### src/rtl/icache_axi_pkg.sv
// Shared types and AXI constants for the icache line-refill engine.
// Imported by the refill block and its bench.
package icache_axi_pkg;

  typedef enum logic [2:0] {
    ST_IDLE,
    ST_AR,
    ST_R,
    ST_GNT,
    ST_HOLD
  } refill_state_e;

  localparam int DEF_LINE_WORDS = 8;
  localparam int OFFSET_BITS    = 5;

  localparam logic [1:0] BURST_INCR = 2'b01;
  localparam logic [2:0] SIZE_4B    = 3'b010;
  localparam logic [1:0] RESP_OKAY  = 2'b00;

endpackage

### src/rtl/icache_axi_refill.sv
// AXI4 read-side refill engine for the IF-stage icache.
// One INCR burst per line request, line returned with a one-cycle grant.
module icache_axi_refill
  import icache_axi_pkg::*;
#(
  parameter int         LINE_WORDS = DEF_LINE_WORDS,
  parameter logic [3:0] AXI_ID     = 4'd0
) (
  input  logic        clk,
  input  logic        rst,

  input  logic        icache_rd_req,
  input  logic [31:0] icache_addr,
  output logic        icache_gnt,
  output logic [31:0] icache_data [LINE_WORDS],
  output logic        line_err,

  output logic [3:0]  arid,
  output logic [31:0] araddr,
  output logic [7:0]  arlen,
  output logic [2:0]  arsize,
  output logic [1:0]  arburst,
  output logic        arvalid,
  input  logic        arready,

  input  logic [3:0]  rid,
  input  logic [31:0] rdata,
  input  logic [1:0]  rresp,
  input  logic        rlast,
  input  logic        rvalid,
  output logic        rready
);

  localparam int CW = $clog2(LINE_WORDS);
  localparam logic [CW-1:0] CNT_MAX = CW'(LINE_WORDS - 1);

  refill_state_e state, state_d;

  logic [CW-1:0] cnt;
  logic          err, err_d;
  logic          take_req;
  logic          beat;

  // Single outstanding burst, so rid and the line offset carry no information.
  logic unused_in;
  assign unused_in = ^{rid, icache_addr[OFFSET_BITS-1:0]};

  assign arid    = AXI_ID;
  assign arlen   = 8'(LINE_WORDS - 1);
  assign arsize  = SIZE_4B;
  assign arburst = BURST_INCR;

  assign take_req = (state == ST_IDLE) && icache_rd_req;
  assign beat     = (state == ST_R) && rvalid && rready;

  always_comb begin
    state_d = state;
    unique case (state)
      ST_IDLE: if (icache_rd_req) state_d = ST_AR;
      ST_AR:   if (arvalid && arready) state_d = ST_R;
      ST_R:    if (beat && rlast) state_d = ST_GNT;
      ST_GNT:  state_d = ST_HOLD;
      ST_HOLD: state_d = ST_IDLE;
      default: state_d = ST_IDLE;
    endcase
  end

  always_comb begin
    err_d = err;
    if (take_req)
      err_d = 1'b0;
    else if (beat && (rresp != RESP_OKAY))
      err_d = 1'b1;
  end

  always_ff @(posedge clk) begin
    if (rst) begin
      state      <= ST_IDLE;
      arvalid    <= 1'b0;
      rready     <= 1'b0;
      icache_gnt <= 1'b0;
      line_err   <= 1'b0;
      araddr     <= '0;
      cnt        <= '0;
      err        <= 1'b0;
    end else begin
      state      <= state_d;
      arvalid    <= (state_d == ST_AR);
      rready     <= (state_d == ST_R);
      icache_gnt <= (state_d == ST_GNT);
      line_err   <= (state_d == ST_GNT) && err_d;
      err        <= err_d;
      if (take_req) begin
        araddr <= {icache_addr[31:OFFSET_BITS], OFFSET_BITS'(0)};
        cnt    <= '0;
      end else if (beat && (cnt != CNT_MAX)) begin
        cnt <= cnt + 1'b1;
      end
    end
  end

  // Overlong bursts keep overwriting the last word once cnt saturates.
  always_ff @(posedge clk) begin
    if (rst) begin
      for (int i = 0; i < LINE_WORDS; i++)
        icache_data[i] <= '0;
    end else if (beat) begin
      icache_data[cnt] <= rdata;
    end
  end

endmodule
### config.mk
export PLATFORM = sky130hd
export DESIGN_NAME = icache_axi_refill
export DESIGN_NICKNAME = d
export VERILOG_FILES = /design/src/rtl/icache_axi_pkg.sv /design/src/rtl/icache_axi_refill.sv
export SDC_FILE = /design/constraint.sdc
export NUM_CORES = 1
export LEC_CHECK = 0
export ABC_AREA = 1
export CORE_MARGIN = 8
export CORE_UTILIZATION = 25
export CTS_CLUSTER_DIAMETER = 80
export DETAILED_ROUTE_END_ITERATION = 7
export GPL_ROUTABILITY_DRIVEN = 0
export MAX_ROUTING_LAYER = met4
export PLACE_DENSITY = 0.62
export SETUP_SLACK_MARGIN = 0.4
export SYNTH_ARGS = -nofsm -noshare
export SYNTH_HDL_FRONTEND = slang
export SYNTH_SLANG_ARGS = --single-unit
### constraint.sdc
create_clock -name clk -period 1.4 [get_ports clk]
set_input_delay 0.28 -clock clk [delete_from_list [all_inputs] [get_ports clk]]
set_output_delay 0.28 -clock clk [all_outputs]
set_load 0.02 [all_outputs]
# Word level (Yosys, flattened, before mapping)
# Index checks and enable logic that the tools add are counted.
# W data, S select, Z words.
[op_classes]
magnitude_cmp = 2
n_eq_ne = 7
n_reduce_logical = 12
add_sub_neg = 1
n_mux = 9
n_bitwise = 1
[ops]
columns = ["cell", "n"]
rows = [
  ["$bwmux W256", 1],
  ["$demux W32 S3", 1],
  ["$mux W32", 1],
  ["$eq A3 B2 Y1 const B", 4],
  ["$pmux W3 S4", 1],
  ["$logic_and A1 B1 Y1", 9],
  ["$mux W3", 3],
  ["$eq A3 B1 Y1 const B", 2],
  ["$ge A4 B4 Y1 const B", 1],
  ["$lt A4 B1 Y1 const B", 1],
  ["$not A3 Y4", 1],
  ["$add A3 B1 Y3 const B", 1],
  ["$logic_not A3 Y1", 1],
  ["$ne A3 B3 Y1 const B", 1],
  ["$mux W1", 2],
  ["$reduce_bool A2 Y1", 1],
  ["$reduce_or A2 Y1", 1],
]
[word_totals]
input_bits = 76
regBits = 294

# Logic depth before layout (Yosys ltp)
[depth]
word_depth = 8
mapped_depth = 8

# Least setup slack after synthesis
# Ideal clock, no wire load.
[synth_path]
kind = "register to register"
from = "reg rready"
to = "reg icache_data[100] (netlist bit)"
t_required_ns = 1.268
t_arrival_ns = 1.278
path_buffers = 2
path_stages_with_launch = 8
slack_ns = -0.010
period_less_slack_ns = 1.410
cell_sequence = "dfxtp_1 > nand2_1 > nor2_2 > buf_2 > nand2_1 > buf_2 > nand2_1 > a21oi_1"
[synth_via]
elab_chain_cells = 1
[synth_rtl]
columns = ["item", "line", "source"]
rows = [
  ["start, declared", "icache_axi_refill.sv:31", "output logic rready"],
  ["start signal, assigned", "icache_axi_refill.sv:89", "rready <= (state_d == ST_R);"],
  ["$logic_and A1 B1 Y1", "icache_axi_refill.sv:54", "assign beat = (state == ST_R) && rvalid && rready;"],
  ["end signal, assigned by index", "icache_axi_refill.sv:108", "icache_data[cnt] <= rdata;"],
  ["end, declared", "icache_axi_refill.sv:15", "output logic [31:0] icache_data [LINE_WORDS],"],
]
# No other way between the ends.
# A chain may end at the register's enable or synchronous reset.

# Worst setup path in the final report
[layout_path]
from = "reg state[0]"
to = "reg icache_data[82] (netlist bit)"
[layout_via]
elab_chain_cells = 3
[layout_rtl]
columns = ["item", "line", "source"]
rows = [
  ["start, declared", "icache_axi_refill.sv:37", "refill_state_e state, state_d;"],
  ["start signal, assigned", "icache_axi_refill.sv:87", "state <= state_d;"],
  ["$eq A3 B2 Y1", "icache_axi_refill.sv:54", ""],
  ["$logic_and A1 B1 Y1 (2 in series)", "icache_axi_refill.sv:54", ""],
]
# No other way between the ends.

==> impl_metrics.py <==
metrics = {
    "die": {
        "initial_core_util_pct": 25.3,
        "num_rows": 77,
        "die_h_um": 227,
        "core_area_mm2": 0.0441,
        "io_pins": 385,
        "dieArea_mm2": 0.0516,
        "die_x_um": 227,
    },
    "yosys": {
        "yosysTopAreaCell": "dfxtp_1",
        "ys_top_cells_by_area": "dfxtp_1 53%, nand3_1 13%, nand2_1 10%",
        "ys_seq_elements": 294,
        "synth_area_per_cell_um2": 7.50,
        "synthCells": 1487,
        "netlist_area_mm2": 0.0112,
        "synth_top_area_share_pct": 52.8,
        "ys_seq_area_share_pct": 52.8,
        "synth_cell_types": 18,
        "ys_warn_count": 0,
    },
    "pwr": {
        "internal_power_mw": 14.6,
        "vdd_drop_max_mv": 0.750,
        "combPwrFrac_pct": 6.9,
        "clkPwrFrac_pct": 49.0,
        "powerDensity_mw_per_mm2": 1090,
        "sw_frac_of_total_pct": 23.8,
        "power_mw": 19.2,
        "seqPwrFrac_pct": 44.1,
        "netSwitchingPower_mw": 4.56,
        "leakage_nw": 7.42,
    },
    "sta": {
        "period_share_pct": 101,
        "setup_viol": 17,
        "fin_skew_ps": 23.2,
        "final_hold_viol_count": 0,
        "holdWs_ps": 194,
        "rsz0062_at_grt": "true",
        "finalWorstSetupSlack_ps": -14.2,
        "setup_tns_ps": -145,
        "fmax_ghz": 0.707,
        "maxSlewViolCount": 0,
        "final.min_clock_period_ps": 1410,
    },
    "global_route": {
        "antenna_found_initial": 0,
        "overflow": 0,
        "grtUsageTotal_pct": 17.9,
        "grt_pass1_wl_mm": 68.7,
        "grt_start_max_net_pins": 55,
        "grt_pass1_vias": 11169,
    },
    "clock_network": {
        "path_clk_slew_ps": 60,
        "cts_buffer_depth": 3,
        "cts-root-buf": "clkbuf_16",
        "cts_sinks": 294,
        "cts_made_buffers": 36,
        "clk_latency_ps": 540,
        "cts_tree": "built",
        "htree_levels": 2,
    },
    "layout": {
        "nNetsFinal": 1965,
        "layout_commonest_cell": "nand2_1",
        "layout-drive-gt1-share_pct": 34.1,
        "antenna_cells": 0,
        "layout_common_cells": "281 x nand2_1, 280 x nand3_1, 196 x nor2_1",
        "fin_area_mm2": 0.0177,
        "syn_to_final_growth_pct": 58.3,
    },
    "place": {
        "placed_area_mm2": 0.0163,
        "preCtsSetupSlack_ps": -430,
        "port_buffers": 353,
        "dp_hpwl_mm": 33.8,
    },
    "detailed_routing": {
        "wl_met2_mm": 23.1,
        "wirelength_mm": 49.0,
        "dr_total_vias": 11580,
        "first_pass_iters": 5,
        "highest_layer": "met4",
        "vias_per_cell": 4.62,
        "route.met3.wl_mm": 3.96,
        "drcViolationCount": 0,
        "met1Wirelength_mm": 20.2,
        "wl_per_cell_um": 19.6,
        "final_antenna_net_count": 0,
        "drtIter0Drc": 738,
    },
    "worst_setup_path": {
        "critPathKind": "flop to flop",
        "cp-end-kind": "flop",
        "worst_setup_path_start_kind": "flop",
        "arrival_ps": 1830,
        "required_ps": 1820,
        "cp_max_fo": 13,
    },
    "flow_run": {
        "maxCapViolCount": 0,
    },
    "run_status": {
        "violations": "setup timing",
        "outcome": "finished, violations left",
    },
    "min_path": {
        "worstHoldPathType": "input pin to flop",
    },
}
## critical path: stages (launching register included)
cell     delay (ps)
dfxtp_4         360
inv_4            60
nand3_4          70
nor2_4          170
buf_12          130
buf_16          130
nand2_8          80
buf_12          160
nand2_2          60
a21oi_1          60
## registers in the layout, summed over array words and instances (netlist names)
name	flops
state	3
icache_data	256
err	1
cnt	3
rready	1
araddr	27
icache_gnt	1
line_err	1
arvalid	1
## logic make-up (layout without fill, tap and decap cells)
group	after synthesis	in the layout	share of synthesized area, %
AO/OA/AOI/OAI	192	192	8.61
AND/OR/NAND/NOR	810	810	30.7
flip-flops	294	294	52.8
adder cells (fa/ha/maj)	2	2	0.224
buffers and inverters	187	592	7.65
other	2	22	0.0673
## per-layer routing
| layer | global-route usage (%) | vias up |
|---|---|---|
| li1 | - | 5607 |
| met1 | 20.8 | 5407 |
| met2 | 28.8 | 465 |
| met3 | 5.78 | 101 |
| met4 | 6.39 | 0 |
| met5 | - | - |
## path summary, 6_finish.rpt
path              depth (start not counted)         endpoint            start  slack, ps
setup / recovery                          9  icache_data[82]         state[0]        -10
setup reg to reg                          9  icache_data[82]         state[0]        -10
hold / removal                            3       araddr[24]              rst        190
hold reg to reg                           2  icache_data[22]  icache_data[22]        460
## cells in the mapped netlist
cell and instances:
inv_2 5, a21oi_1 191, buf_4 25, nor2_1 203, or2_2 1, nor2_2 7
nand2_1 309, nor3_1 1, ha_1 2, o21ai_0 1, nand4_1 1, clkbuf_1 56
dfxtp_1 294, inv_1 44, conb_1 2, buf_2 46, buf_1 11, nand3_1 288
## layout make-up
class                      instances  area [um^2]
clock buffer                      50         1010
multi-input combinational       1026         4790
inverter                          49          190
timing repair buffer             480         4720
clock inverter                    13          170
tap                              592          741
fill                            4548        26500
sequential                       294         6040
## power by group through the flow
stage	clock network (mW)	registers [mW]	logic, mW
final	9.41	8.46	1.33
after detailed placement	0	8.64	1.25
after global routing	9.94	8.46	1.41
after global placement	0	8.64	1.25
after CTS	9.64	8.45	1.21
after floorplan	0	8.71	0.436
## metrics by stage
step           utilization (%)  std cells
5_1_grt                   40.0       2504
6_report                  40.0       2504
3_5_place_dp              37.0       2412
3_3_place_gp              37.0       2412
4_1_cts                   38.6       2485
2_1_floorplan                -       1507
## what timing repair did
action,CTS,global route
resized for setup,1521,69
pin swaps,14,8
hold buffers,0,0
endpoints found under the setup margin,580,580
setup buffers,9,6
gates cloned,1,13
Power figures use the tool's default switching activity.
